## config.mk

```make
export PLATFORM = sky130hd
export DESIGN_NAME = reg_scan_ctrl
export DESIGN_NICKNAME = d
export VERILOG_FILES = /design/src/rtl/scan_pkg.sv /design/src/rtl/scan_shifter.sv /design/src/rtl/reg_scan_ctrl.sv
export SDC_FILE = /design/constraint.sdc
export NUM_CORES = 1
export LEC_CHECK = 0
export CORE_ASPECT_RATIO = 0.9
export CORE_MARGIN = 3
export CORE_UTILIZATION = 40
export CTS_BUF_LIST = sky130_fd_sc_hd__clkbuf_8 sky130_fd_sc_hd__clkbuf_16
export DETAILED_ROUTE_END_ITERATION = 7
export SYNTH_ARGS = -nofsm -noshare
export SYNTH_HDL_FRONTEND = slang
export SYNTH_HIERARCHICAL = 1
export SYNTH_SLANG_ARGS = --single-unit
export TNS_END_PERCENT = 20
```

## constraint.sdc

```tcl
create_clock -name clk -period 4.35 [get_ports clk]
set_input_delay 0.87 -clock clk [delete_from_list [all_inputs] [get_ports clk]]
set_output_delay 0.87 -clock clk [all_outputs]
set_load 0.1 [all_outputs]
```

## src/rtl/scan_pkg.sv

```systemverilog
// Shared definitions for the register-file scan master: pass FSM states and
// the two pass modes. Also supplies a fallback for `WORD_LENGTH so the scan
// word width has a default when the surrounding build does not define it.
// Optional feature macro used by the RTL: SCAN_PARITY_EN.

`ifndef WORD_LENGTH
`define WORD_LENGTH 32
`endif

package scan_pkg;

  // Pass sequencing states of the scan master
  typedef enum logic [2:0] {
    IDLE    = 3'd0,
    FETCH   = 3'd1,
    SHIFT   = 3'd2,
    DELIVER = 3'd3,
    DONE    = 3'd4
  } scan_state_t;

  // Pass modes as latched on an accepted start
  localparam logic SCAN_MODE_READ = 1'b0;
  localparam logic SCAN_MODE_LOAD = 1'b1;

endpackage

```

## src/rtl/scan_shifter.sv

```systemverilog
// Serial engine of the scan master. Generates the clk/2 scan clock, walks
// bit_cnt through one word, drives the serial bit to the register file and
// collects the bits it returns. One word is 2*WIDTH clk cycles.
//
// Timing of the returned bits: the file presents the next bit right after
// each scan clock rising edge, and it presents bit 0 of the current register
// while frozen between words. The bit seen on the scan clock 1->0 edge of
// bit k is therefore bit k+1 of the word, and bit 0 is picked up on the edge
// that starts the word. In read mode that freshly captured bit is sent
// straight back, so every bit is rewritten with its own value and the file
// contents survive the pass.

`ifndef WORD_LENGTH
`define WORD_LENGTH 32
`endif

module scan_shifter
  import scan_pkg::*;
#(
  parameter int WIDTH = `WORD_LENGTH
) (
  input  logic             clk,
  input  logic             rst,
  input  logic             clear,
  input  logic             go,
  input  logic             mode,
  input  logic             ld_take,
  input  logic [WIDTH-1:0] ld_word,
  input  logic             tgt_bit,
  output logic             scan_clock,
  output logic             scan_enable,
  output logic             drive_bit,
  output logic             word_done,
  output logic [WIDTH-1:0] cap_word
);

  localparam int BW = (WIDTH > 2) ? $clog2(WIDTH) : 1;
  localparam logic [BW-1:0] LAST_BIT = BW'(WIDTH - 1);

  logic [BW-1:0]    bit_cnt;
  logic [BW-1:0]    bit_nxt;
  logic [WIDTH-1:0] ld_reg;
  logic [WIDTH-1:0] cap_reg;
  logic             first_load_bit;

  assign bit_nxt  = bit_cnt + 1'b1;
  assign cap_word = cap_reg;

  // The last scan clock high phase of a word; the next edge ends the word
  assign word_done = scan_enable & scan_clock & (bit_cnt == LAST_BIT);

  // A word accepted in the same cycle as go has not reached ld_reg yet
  assign first_load_bit = ld_take ? ld_word[0] : ld_reg[0];

  // Hold the word being loaded for the whole shift
  always_ff @(posedge clk or negedge rst) begin
    if (!rst) begin
      ld_reg <= '0;
    end else if (ld_take) begin
      ld_reg <= ld_word;
    end
  end

  // Scan clock phase, bit counter, outgoing serial bit and capture register
  always_ff @(posedge clk or negedge rst) begin
    if (!rst) begin
      scan_clock  <= 1'b0;
      scan_enable <= 1'b0;
      drive_bit   <= 1'b0;
      bit_cnt     <= '0;
      cap_reg     <= '0;
    end else if (clear) begin
      scan_clock  <= 1'b0;
      scan_enable <= 1'b0;
      drive_bit   <= 1'b0;
      bit_cnt     <= '0;
    end else if (go) begin
      scan_enable <= 1'b1;
      scan_clock  <= 1'b0;
      bit_cnt     <= '0;
      cap_reg[0]  <= tgt_bit;
      drive_bit   <= (mode == SCAN_MODE_LOAD) ? first_load_bit : tgt_bit;
    end else if (scan_enable) begin
      if (!scan_clock) begin
        scan_clock <= 1'b1;
      end else begin
        scan_clock <= 1'b0;
        if (bit_cnt == LAST_BIT) begin
          scan_enable <= 1'b0;
          drive_bit   <= 1'b0;
          bit_cnt     <= '0;
        end else begin
          bit_cnt          <= bit_nxt;
          cap_reg[bit_nxt] <= tgt_bit;
          drive_bit        <= (mode == SCAN_MODE_LOAD) ? ld_reg[bit_nxt] : tgt_bit;
        end
      end
    end
  end

endmodule

```

## src/rtl/reg_scan_ctrl.sv

```systemverilog
// Diagnostic scan master for one register-file instance. A read pass unloads
// every register to the host stream while looping the bits back into the
// file; a load pass replaces every register with words from the host stream.
// The pass FSM, word counter and host handshakes live here, the serial
// engine lives in scan_shifter.
// Optional feature macro: SCAN_PARITY_EN (rdParity, ldParity, ldParErr).

`ifndef WORD_LENGTH
`define WORD_LENGTH 32
`endif

module reg_scan_ctrl
  import scan_pkg::*;
#(
  parameter int SIZE  = 16,
  parameter int WIDTH = `WORD_LENGTH
) (
  input  logic             clk,
  input  logic             rst,
  input  logic             start,
  input  logic             mode,
  input  logic             abort,
  output logic             busy,
  output logic             done,
  output logic             aborted,
  output logic [WIDTH-1:0] rdData,
  output logic             rdValid,
  input  logic             rdReady,
  input  logic [WIDTH-1:0] ldData,
  input  logic             ldValid,
  output logic             ldReady,
  output logic             sClock,
  output logic             sEnable,
  output logic             sIn,
  input  logic             sOut
`ifdef SCAN_PARITY_EN
  ,
  output logic             rdParity,
  input  logic             ldParity,
  output logic             ldParErr
`endif
);

  localparam int CW = $clog2(SIZE);
  localparam logic [CW-1:0] LAST_WORD = CW'(SIZE - 1);

  scan_state_t      state;
  scan_state_t      next_state;
  logic             mode_q;
  logic [CW-1:0]    word_cnt;
  logic             last_word;
  logic             accept;
  logic             abort_hit;
  logic             go;
  logic             ld_take;
  logic             word_step;
  logic             shift_mode;
  logic             word_done;
  logic [WIDTH-1:0] cap_word;

  assign last_word = (word_cnt == LAST_WORD);
  assign accept    = (state == IDLE) && start;
  assign abort_hit = abort && (state != IDLE);

  // Transitions into SHIFT start a word; FETCH->SHIFT is a host word transfer
  assign go        = (next_state == SHIFT) && (state != SHIFT);
  assign ld_take   = (state == FETCH) && (next_state == SHIFT);
  assign word_step = ((state == SHIFT)   && (next_state == FETCH)) ||
                     ((state == DELIVER) && (next_state == SHIFT));

  // The first word of a read pass starts before mode_q has been latched
  assign shift_mode = (state == IDLE) ? mode : mode_q;

  scan_shifter #(
    .WIDTH (WIDTH)
  ) u_shifter (
    .clk         (clk),
    .rst         (rst),
    .clear       (abort_hit),
    .go          (go),
    .mode        (shift_mode),
    .ld_take     (ld_take),
    .ld_word     (ldData),
    .tgt_bit     (sOut),
    .scan_clock  (sClock),
    .scan_enable (sEnable),
    .drive_bit   (sIn),
    .word_done   (word_done),
    .cap_word    (cap_word)
  );

  // Pass state register
  always_ff @(posedge clk or negedge rst) begin
    if (!rst) begin
      state <= IDLE;
    end else begin
      state <= next_state;
    end
  end

  // Next-state decode and handshake/status outputs; abort overrides everything
  always_comb begin
    next_state = state;
    busy       = 1'b0;
    done       = 1'b0;
    rdValid    = 1'b0;
    ldReady    = 1'b0;
    case (state)
      IDLE: begin
        if (start) begin
          next_state = (mode == SCAN_MODE_LOAD) ? FETCH : SHIFT;
        end
      end
      FETCH: begin
        busy    = 1'b1;
        ldReady = 1'b1;
        if (ldValid) begin
          next_state = SHIFT;
        end
      end
      SHIFT: begin
        busy = 1'b1;
        if (word_done) begin
          if (mode_q == SCAN_MODE_READ) begin
            next_state = DELIVER;
          end else if (last_word) begin
            next_state = DONE;
          end else begin
            next_state = FETCH;
          end
        end
      end
      DELIVER: begin
        busy    = 1'b1;
        rdValid = 1'b1;
        if (rdReady) begin
          next_state = last_word ? DONE : SHIFT;
        end
      end
      DONE: begin
        done       = 1'b1;
        next_state = IDLE;
      end
      default: begin
        next_state = IDLE;
      end
    endcase
    if (abort_hit) begin
      next_state = IDLE;
      done       = 1'b0;
      rdValid    = 1'b0;
      ldReady    = 1'b0;
    end
  end

  // Per-pass bookkeeping: latched mode, word index and the sticky abort flag
  always_ff @(posedge clk or negedge rst) begin
    if (!rst) begin
      mode_q   <= SCAN_MODE_READ;
      word_cnt <= '0;
      aborted  <= 1'b0;
    end else if (accept) begin
      mode_q   <= mode;
      word_cnt <= '0;
      aborted  <= 1'b0;
    end else begin
      if (abort_hit) begin
        aborted <= 1'b1;
      end
      if (word_step) begin
        word_cnt <= word_cnt + 1'b1;
      end
    end
  end

  // Publish a completed read word; it stays put while the host stalls
  always_ff @(posedge clk or negedge rst) begin
    if (!rst) begin
      rdData <= '0;
    end else if ((state == SHIFT) && word_done && (mode_q == SCAN_MODE_READ)) begin
      rdData <= cap_word;
    end
  end

`ifdef SCAN_PARITY_EN
  // Parity of the published word, registered alongside rdData
  always_ff @(posedge clk or negedge rst) begin
    if (!rst) begin
      rdParity <= 1'b0;
    end else if ((state == SHIFT) && word_done && (mode_q == SCAN_MODE_READ)) begin
      rdParity <= ^cap_word;
    end
  end

  // Sticky flag for a host word whose parity disagrees with ldParity
  always_ff @(posedge clk or negedge rst) begin
    if (!rst) begin
      ldParErr <= 1'b0;
    end else if (accept) begin
      ldParErr <= 1'b0;
    end else if (ld_take && ((^ldData) != ldParity)) begin
      ldParErr <= 1'b1;
    end
  end
`endif

endmodule

```

==> results of run 1 <==
==> through the flow <==
step / hold WS, ns / power (mW)
after floorplan: 0.4585 / 2.198
after global placement: 0.4819 / 2.416
after detailed placement: 0.4916 / 2.443
after CTS: 0.5007 / 3.709
after global routing: 0.5114 / 3.864
final: 0.4950 / 3.661
==> how the worst max path moves through the flow <==
| stage | startpoint | to | slack, ns | cells after the start |
|---|---|---|---|---|
| CTS | u_shifter/bit_cnt[0] | u_shifter/cap_word[20] | 0.53 | 13 |
| detailed placement | start | u_shifter/drive_bit | 0.35 | 11 |
| floorplan | abort | done | 0.34 | 2 |
| global route | u_shifter/bit_cnt[0] | u_shifter/drive_bit | 0.21 | 14 |
| global placement | start | u_shifter/cap_word[24] | 0.48 | 10 |
| finish | u_shifter/bit_cnt[0] | u_shifter/cap_word[20] | 0.53 | 13 |
==> cells in the mapped netlist (all sizes together) (2+ instances only) <==
| master | count | share of area |
|---|---|---|
| a211oi | 4 | 0.0064 |
| a21oi | 5 | 0.0053 |
| a22o | 3 | 0.0048 |
| a22oi | 2 | 0.0027 |
| a31oi | 2 | 0.0034 |
| and2 | 6 | 0.0069 |
| and3 | 8 | 0.0094 |
| buf | 21 | 0.026 |
| clkbuf | 6 | 0.0066 |
| dfrtp | 113 | 0.52 |
| ha | 8 | 0.018 |
| inv | 6 | 0.0041 |
| mux2 | 103 | 0.21 |
| mux2i | 10 | 0.018 |
| mux4 | 3 | 0.014 |
| nand2 | 45 | 0.031 |
| nand3 | 7 | 0.0087 |
| nand4 | 3 | 0.0034 |
| nor2 | 14 | 0.0096 |
| nor2b | 2 | 0.0023 |
| nor3 | 9 | 0.011 |
| nor3b | 2 | 0.0046 |
| nor4 | 5 | 0.011 |
| nor4b | 2 | 0.0059 |
| o2111a | 2 | 0.0041 |
| o21a | 3 | 0.0041 |
| o21ai | 5 | 0.0053 |
| o22ai | 5 | 0.0069 |
| xnor2 | 2 | 0.0046 |
| xor2 | 2 | 0.0059 |
==> cells in the final DEF, fill, tap and decap left out, types with 6 or more instances in the layout <==
cell type          n
nor2_1            14
dfrtp_1          113
clkbuf_8           6
clkbuf_16         17
mux2_2           101
and3_1             7
nand2_1           44
clkdlybuf4s50_1   75
buf_4             12
nor3_1             6
inv_1             10
nand3_1            6
ha_1               8
mux2i_1           10
==> cells by family after synthesis <==
| kind of cell | Yosys count | synth area share |
|---|---|---|
| multiplexers | 116 | 0.2438 |
| flip-flops | 113 | 0.5163 |
| AND/OR/NAND/NOR | 111 | 0.1154 |
| AO/OA/AOI/OAI | 40 | 0.05872 |
| buffers and inverters | 33 | 0.03701 |
| adder cells (fa/ha/maj) | 8 | 0.01828 |
| XOR/XNOR | 4 | 0.01051 |
==> metal layers <==
layer,vias to the layer above,global-route usage
met5,-,0
met3,8,0.04946
met2,65,0.2507
li1,1686,-
met1,1789,0.2185
met4,0,0.06018
==> area by class of cell <==
type                    count  area [um2]  share of cell area
clock buffers              23       508.0             0.07356
clock inverters             9       40.04            0.005798
inverters                   6       22.52            0.003261
multi-input cells         279        2461              0.3564
flip-flops and latches    113        2828              0.4095
well taps                 164       205.2             0.02972
repair buffers             87       840.8              0.1218
==> power by group through the flow <==
stage          Sequential, mW  Clock (mW)  Combinational [mW]
3_5_place_dp             1.41           0                1.03
2_1_floorplan            1.47           0               0.726
4_1_cts                  1.39        1.28                1.04
6_report                 1.39        1.24                1.03
3_3_place_gp             1.40           0                1.02
5_1_grt                  1.42        1.33                1.12
==> impl_metrics.env, run 1 <==
export IMPL_rr_worst_depth=13
export IMPL_rows=39
export IMPL_cp_slowest_stage_delay_ns=0.46
export IMPL_final_core_utilization=0.5300
export IMPL_finalNonFillerCells=681
export IMPL_syn_inst=425
export IMPL_ys_types=67
export IMPL_cts_buffers_inserted=17
export IMPL_setup_ws_ns=0.5275
export IMPL_path_clk_slew_ns=0.05
export IMPL_avgViaCountPerCell=5.210
export IMPL_grt_pass1_wl_mm=18.89
export IMPL_gr_total_overflow=0
export IMPL_crit_buf_inv=1
export IMPL_cap_violations=0
export IMPL_dp_hpwl_mm=7.946
export IMPL_post_dp_cell_area_um2=6357
export IMPL_async_flop_share=1.000
export IMPL_dieHeight_um=117.0
export IMPL_start_util=0.4203
export IMPL_cts_hold_buf=0
export IMPL_p_comb_frac=0.281
export IMPL_power_internal_mw=2.509
export IMPL_max_clock_path_buffers=2
export IMPL_diodes=0
export IMPL_status="complete, no violations"
export IMPL_ys_warn_count=6
export IMPL_post_place_ws_ns=0.3530
export IMPL_die_w_um=129.3
export IMPL_path_class="reg2reg"
export IMPL_grt_antenna_before_repair=0
export IMPL_cp_end_kind="flip-flop"
export IMPL_clkPwrFrac=0.339
export IMPL_seqPwrFrac=0.379
export IMPL_drtIter0Drc=219
export IMPL_nets=552
export IMPL_ios=80
export IMPL_crit_slowest_cell="nor4_4"
export IMPL_post_cts_buffers=0
export IMPL_p_leak_nw=3.139
export IMPL_wl_met1_mm=5.398
export IMPL_area_delta_synth_final_pct=26.09
export IMPL_crit_path_max_fanout=9
export IMPL_synth_seq_cells=113
export IMPL_synth_edff_count=0
export IMPL_hold_path_end="word_cnt[3]"
export IMPL_clock_latency_ns=0.41
export IMPL_final_setup_tns_ns=0
export IMPL_cts_max_level=4
export IMPL_post_drt_wl_per_cell_um=16.68
export IMPL_final_cell_area_um2=6905
export IMPL_wl_met3_um=533
export IMPL_skew_ns=0.007686
export IMPL_ys_seq_area_frac=0.5163
export IMPL_ys_flop_type="dfrtp_1"
export IMPL_worstHoldPathCells=1
export IMPL_cts_tree="yes"
export IMPL_core_um2=13030
export IMPL_period_share=0.8787
export IMPL_vias=3548
export IMPL_grt_max_degree=77
export IMPL_drive_gt1_frac=0.3230
export IMPL_grt_pass1_vias=3744
export IMPL_fmax_mhz=261.6
export IMPL_setup_viol=0
export IMPL_startpoint_type="flip-flop"
export IMPL_ant_nets=0
export IMPL_cp_top_family="simple AND/OR/NAND/NOR gates"
export IMPL_crit_arrival_ns=4.10
export IMPL_power_density_nw_per_um2=530.2
export IMPL_n_fill_cell=1126
export IMPL_syn_nets=473
export IMPL_synth_avg_cell_area_um2=12.89
export IMPL_sw_frac_of_total=0.3147
export IMPL_dieArea_um2=15130
export IMPL_r2r_setup_slack_ns=0.53
export IMPL_grt_util_all_layers=0.1627
export IMPL_rsz0062_at_grt="false"
export IMPL_min_delay_start="word_cnt[3]"
export IMPL_holdCritPathClass="reg2reg"
export IMPL_crit_required_ns=4.63
export IMPL_r2r_end="u_shifter/cap_word[20]"
export IMPL_place_congestion=0.8332
export IMPL_drtPass1Iterations=4
export IMPL_synth_area_um2=5477
export IMPL_cts_root_buf="clkbuf_16"
export IMPL_worst_pin_slew_ns=1.061
export IMPL_drc=0
export IMPL_wl_met2_mm=5.320
export IMPL_final_max_slew_violation_count=0
export IMPL_cts_resized=0
export IMPL_highest_layer="met4"
export IMPL_p_switching_mw=1.152
export IMPL_max_slew_margin_rel=0.2903
export IMPL_final_min_clock_period_ns=3.822
export IMPL_placedCellCount=649
export IMPL_cts_sinks=113
export IMPL_ir_worst_vdd_mv=0.2555
export IMPL_reg2reg_from="u_shifter/bit_cnt[0]"
export IMPL_finalHoldViolCount=0
export IMPL_routed_wl_mm=11.36
export IMPL_crit_path_cell_trace="ha_1, buf_4, and3_1, ha_1, and3_1, a32oi_1, a21oi_2, a211oi_2, nor3b_2, nor4_4, and2_0, nand3_1, mux2_1"
export IMPL_io_buffers=79
No activity file was read; power rests on OpenSTA's default activity.
==> inputs of run 2 (changes only) <==
--- a/config.mk
+++ b/config.mk
@@ -8,7 +8,6 @@
 export CORE_ASPECT_RATIO = 0.9
 export CORE_MARGIN = 3
 export CORE_UTILIZATION = 40
-export CTS_BUF_LIST = sky130_fd_sc_hd__clkbuf_8 sky130_fd_sc_hd__clkbuf_16
 export DETAILED_ROUTE_END_ITERATION = 7
 export SYNTH_ARGS = -nofsm -noshare
 export SYNTH_HDL_FRONTEND = slang
==> impl_metrics.env, run 2 (same netlist as run 1, synthesis figures left out) <==
export IMPL_cts_buffers_inserted=17
export IMPL_core_um2=13030
export IMPL_period_share=0.8785
export IMPL_drc=0
export IMPL_multi_input_area_um2=2461
export IMPL_cts_root_buf="clkbuf_16"
export IMPL_avgViaCountPerCell=5.192
export IMPL_final_core_utilization=0.5300
export IMPL_cts_sinks=113
export IMPL_nets=552
export IMPL_crit_path_cell_trace="ha_1, buf_4, and3_1, ha_1, and3_1, and3b_1, a21oi_2, a211oi_2, nor3b_2, a211oi_1, nand2_1, nand3_1, o21bai_1, o41a_1"
export IMPL_crit_path_max_fanout=9
export IMPL_grt_util_all_layers=0.1627
export IMPL_post_drt_wl_per_cell_um=16.70
export IMPL_layout_commonest_cell="dfrtp_1"
export IMPL_cp_top_family="simple AND/OR/NAND/NOR gates"
export IMPL_n_fill_cell=1126
export IMPL_grt_pass1_wl_mm=18.89
export IMPL_layout_cells_most_common_list="dfrtp_1, mux2_2, clkdlybuf4s50_1"
export IMPL_rr_worst_depth=14
export IMPL_max_clock_path_buffers=2
export IMPL_drtIter0Drc=204
export IMPL_diodes=0
export IMPL_post_place_ws_ns=0.3530
export IMPL_finalNonFillerCells=681
export IMPL_final_max_slew_violation_count=0
export IMPL_rsz0062_at_grt="false"
export IMPL_setup_ws_ns=0.5285
export IMPL_total_power_mw=3.673
export IMPL_path_class="reg2reg"
export IMPL_path_clk_slew_ns=0.05
export IMPL_cts_tree="yes"
export IMPL_die_w_um=129.3
export IMPL_ios=80
export IMPL_grt_busiest_layer="met2"
export IMPL_crit_required_ns=4.64
export IMPL_skew_ns=0.007684
export IMPL_cts_max_level=4
export IMPL_dieHeight_um=117.0
export IMPL_status="complete, no violations"
export IMPL_worstHoldPathCells=1
export IMPL_cap_violations=0
export IMPL_grt_antenna_before_repair=0
export IMPL_io_buffers=79
export IMPL_worst_pin_slew_ns=1.050
export IMPL_max_slew_margin_rel=0.2980
export IMPL_drive_gt1_frac=0.3230
export IMPL_crit_slowest_cell="nor3b_2"
export IMPL_dieArea_um2=15130
export IMPL_ant_nets=0
export IMPL_p_leak_nw=3.123
export IMPL_placedCellCount=649
export IMPL_setup_viol=0
export IMPL_final_setup_tns_ns=0
export IMPL_rows=39
export IMPL_post_cts_buffers=0
export IMPL_dp_hpwl_mm=7.946
export IMPL_grt_pass1_vias=3744
export IMPL_holdCritPathClass="reg2reg"
export IMPL_ir_worst_vdd_mv=0.2554
export IMPL_fmax_mhz=261.7
export IMPL_gr_usage_met1=0.2185
export IMPL_power_density_nw_per_um2=531.9
export IMPL_routed_wl_mm=11.37
export IMPL_grt_use_met2=0.2507
export IMPL_path_depth=14
export IMPL_vias=3536
export IMPL_place_congestion=0.8332
export IMPL_final_min_clock_period_ns=3.821
export IMPL_clock_latency_ns=0.41
export IMPL_area_delta_synth_final_pct=26.09
export IMPL_crit_arrival_ns=4.11
export IMPL_drtPass1Iterations=4
export IMPL_ff_latch_area_um2=2828
export IMPL_cp_end_kind="flip-flop"
export IMPL_final_cell_area_um2=6905
export IMPL_whs_ns=0.4948
export IMPL_cts_resized=0
export IMPL_crit_buf_inv=1
export IMPL_start_util=0.4203
export IMPL_grt_max_degree=77
export IMPL_gr_total_overflow=0
export IMPL_met3_usage=0.04946
export IMPL_finalHoldViolCount=0
export IMPL_cp_slowest_stage_delay_ns=0.57
export IMPL_startpoint_type="flip-flop"
export IMPL_post_dp_cell_area_um2=6357
export IMPL_cts_hold_buf=0
-- run 2: cell count changes in the layout (fill, tap and decap cells not counted), sizes merged --
cell,before,now
inv,10,6
clkbuf,23,27
-- run 2: final cells by class --
type                            instances  share of cell area
Multi-Input combinational cell        279              0.3564
Tap cell                              164             0.02972
Sequential cell                       113              0.4095
Inverter                                6            0.003261
Clock buffer                           27             0.07574
Timing Repair Buffer                   87              0.1218
Clock inverter                          5            0.003624
-- run 2: metal layers --
layer  share of wire  routed length [um]
met1            0.48                5419
met2            0.47                5320
met3           0.046                 522
met4          0.0095                 108
met5               0                   0
-- run 2: report_power, final --
part           switching [mW]  internal [mW]  total, mW
Clock                   0.441          0.812       1.25
Combinational           0.577          0.453       1.03
Sequential              0.136           1.25       1.39
Total                    1.15           2.52       3.67
-- run 2: path summary, 6_finish.rpt --
kind,startpoint,end,slack [ns]
max,u_shifter/bit_cnt[0],u_shifter/drive_bit,0.53
min,word_cnt[3],word_cnt[3],0.49
max reg2reg,u_shifter/bit_cnt[0],u_shifter/drive_bit,0.53
min reg2reg,word_cnt[3],word_cnt[3],0.49
max in group asynchronous,rst,rdData[13],2.87
min in group asynchronous,rst,rdData[6],0.62
==> inputs of run 3 (changes only) <==
--- a/config.mk
+++ b/config.mk
@@ -9,6 +9,7 @@
 export CORE_MARGIN = 3
 export CORE_UTILIZATION = 40
 export DETAILED_ROUTE_END_ITERATION = 7
+export DONT_BUFFER_PORTS = 1
 export SYNTH_ARGS = -nofsm -noshare
 export SYNTH_HDL_FRONTEND = slang
 export SYNTH_HIERARCHICAL = 1
==> impl_metrics.env, run 3 (same netlist as run 1, synthesis figures left out) <==
export IMPL_total_power_mw=3.702
export IMPL_cap_violations=0
export IMPL_layout_cells_most_common_list="dfrtp_1, mux2_2, nand2_1"
export IMPL_crit_buf_inv=0
export IMPL_clock_latency_ns=0.41
export IMPL_crit_path_max_fanout=9
export IMPL_layout_commonest_cell="dfrtp_1"
export IMPL_final_setup_tns_ns=0
export IMPL_final_max_slew_violation_count=0
export IMPL_cts_sinks=113
export IMPL_r2r_end="u_shifter/cap_word[20]"
export IMPL_post_drt_wl_per_cell_um=18.56
export IMPL_max_clock_path_buffers=2
export IMPL_vias=3269
export IMPL_drtPass1Iterations=6
export IMPL_rows=39
export IMPL_fmax_mhz=256.0
export IMPL_status="complete, no violations"
export IMPL_dieArea_um2=15130
export IMPL_path_class="reg2reg"
export IMPL_cts_hold_buf=0
export IMPL_grt_pass1_vias=3468
export IMPL_grt_pass1_wl_mm=18.32
export IMPL_worst_pin_slew_ns=0.9647
export IMPL_crit_path_cell_trace="ha_1, and3_1, ha_1, and3_1, a32oi_1, a21oi_2, a211oi_2, nor3b_2, nor4_4, and2_0, nand3_1, mux2_1"
export IMPL_avgViaCountPerCell=5.421
export IMPL_ir_worst_vdd_mv=0.3004
export IMPL_grt_antenna_before_repair=0
export IMPL_final_min_clock_period_ns=3.906
export IMPL_startpoint_type="flip-flop"
export IMPL_finalHoldViolCount=0
export IMPL_rsz0062_at_grt="false"
export IMPL_cts_buffers_inserted=17
export IMPL_final_cell_area_um2=6222
export IMPL_area_delta_synth_final_pct=13.62
export IMPL_cts_max_level=4
export IMPL_core_um2=13030
export IMPL_drc=0
export IMPL_cts_tree="yes"
export IMPL_cp_top_family="simple AND/OR/NAND/NOR gates"
export IMPL_gr_total_overflow=0
export IMPL_setup_ws_ns=0.4445
export IMPL_ios=80
export IMPL_path_clk_slew_ns=0.05
export IMPL_cts_resized=0
export IMPL_crit_required_ns=4.63
export IMPL_io_buffers=0
export IMPL_die_w_um=129.3
export IMPL_crit_slowest_cell="dfrtp_1"
export IMPL_grt_max_degree=114
export IMPL_start_util=0.4203
export IMPL_post_cts_buffers=0
export IMPL_power_density_nw_per_um2=595.0
export IMPL_rr_worst_depth=12
export IMPL_diodes=0
export IMPL_reg2reg_from="u_shifter/bit_cnt[1]"
export IMPL_dp_hpwl_mm=7.763
export IMPL_grt_util_all_layers=0.1583
export IMPL_p_leak_nw=2.858
export IMPL_post_dp_cell_area_um2=5642
export IMPL_drive_gt1_frac=0.3736
export IMPL_max_slew_margin_rel=0.3613
export IMPL_cp_end_kind="flip-flop"
export IMPL_post_place_ws_ns=0.5162
export IMPL_period_share=0.8978
export IMPL_ant_nets=0
export IMPL_crit_arrival_ns=4.19
export IMPL_path_depth=12
export IMPL_cp_slowest_stage_delay_ns=0.54
export IMPL_drtIter0Drc=196
export IMPL_cts_root_buf="clkbuf_16"
export IMPL_routed_wl_mm=11.19
export IMPL_skew_ns=0.008516
export IMPL_holdCritPathClass="in2async"
export IMPL_setup_viol=0
export IMPL_final_core_utilization=0.4776
export IMPL_nets=475
export IMPL_dieHeight_um=117.0
export IMPL_r2r_setup_slack_ns=0.44
export IMPL_place_congestion=0.8573
[run 3: cell count changes in the layout (fill, tap and decap cells not counted)]
cell             before  now
clkbuf_8              6    2
bufinv_16             0    3
clkbuf_1              4    6
nor3_1                6    4
clkinv_2              5    3
clkdlybuf4s50_1      75    0
buf_16                0    2
nor3_2                3    5
buf_4                12    8
[run 3: stage by stage]
step	cells	hold WS [ns]
3_3_place_gp	572	0.4828
3_5_place_dp	572	0.4886
2_1_floorplan	425	0.4585
5_1_grt	603	0.1312
6_report	603	0.1616
4_1_cts	603	0.1309
[run 3: report_power, final]
group          leakage (nW)  total (mW)  switching (mW)  internal [mW]
Sequential             1.51        1.44           0.188           1.25
Combinational          1.06       0.899           0.497          0.402
Clock                 0.285        1.36           0.440          0.923
Total                  2.86        3.70            1.13           2.58
[run 3: final cells by class]
| type | instances | area, um2 |
|---|---|---|
| Fill cell | 1098 | 6807 |
| Sequential cell | 113 | 2828 |
| Multi-Input combinational cell | 279 | 2471 |
| Clock buffer | 25 | 475.5 |
| Tap cell | 164 | 205.2 |
| Timing Repair Buffer | 10 | 115.1 |
| Clock inverter | 6 | 105.1 |
| Inverter | 6 | 22.52 |
[run 3: how the worst max path moves through the flow]
stage | slack, ns | from | endpoint
final | 0.44 | u_shifter/bit_cnt[1] | u_shifter/cap_word[20]
after global placement | 0.66 | u_shifter/bit_cnt[1] | u_shifter/cap_word[20]
after global routing | 0.06 | u_shifter/bit_cnt[1] | u_shifter/cap_word[20]
after floorplan | 0.34 | abort | done
after detailed placement | 0.52 | u_shifter/bit_cnt[1] | u_shifter/cap_word[20]
after CTS | 0.49 | u_shifter/bit_cnt[1] | u_shifter/cap_word[20]
[run 3: metal layers]
layer / part of all wire / wire (um) / track usage
met1: 0.45 / 5046 / 0.2015
met2: 0.48 / 5356 / 0.2462
met3: 0.062 / 694 / 0.06397
met4: 0.0082 / 92 / 0.05668
met5: 0 / 0 / 0
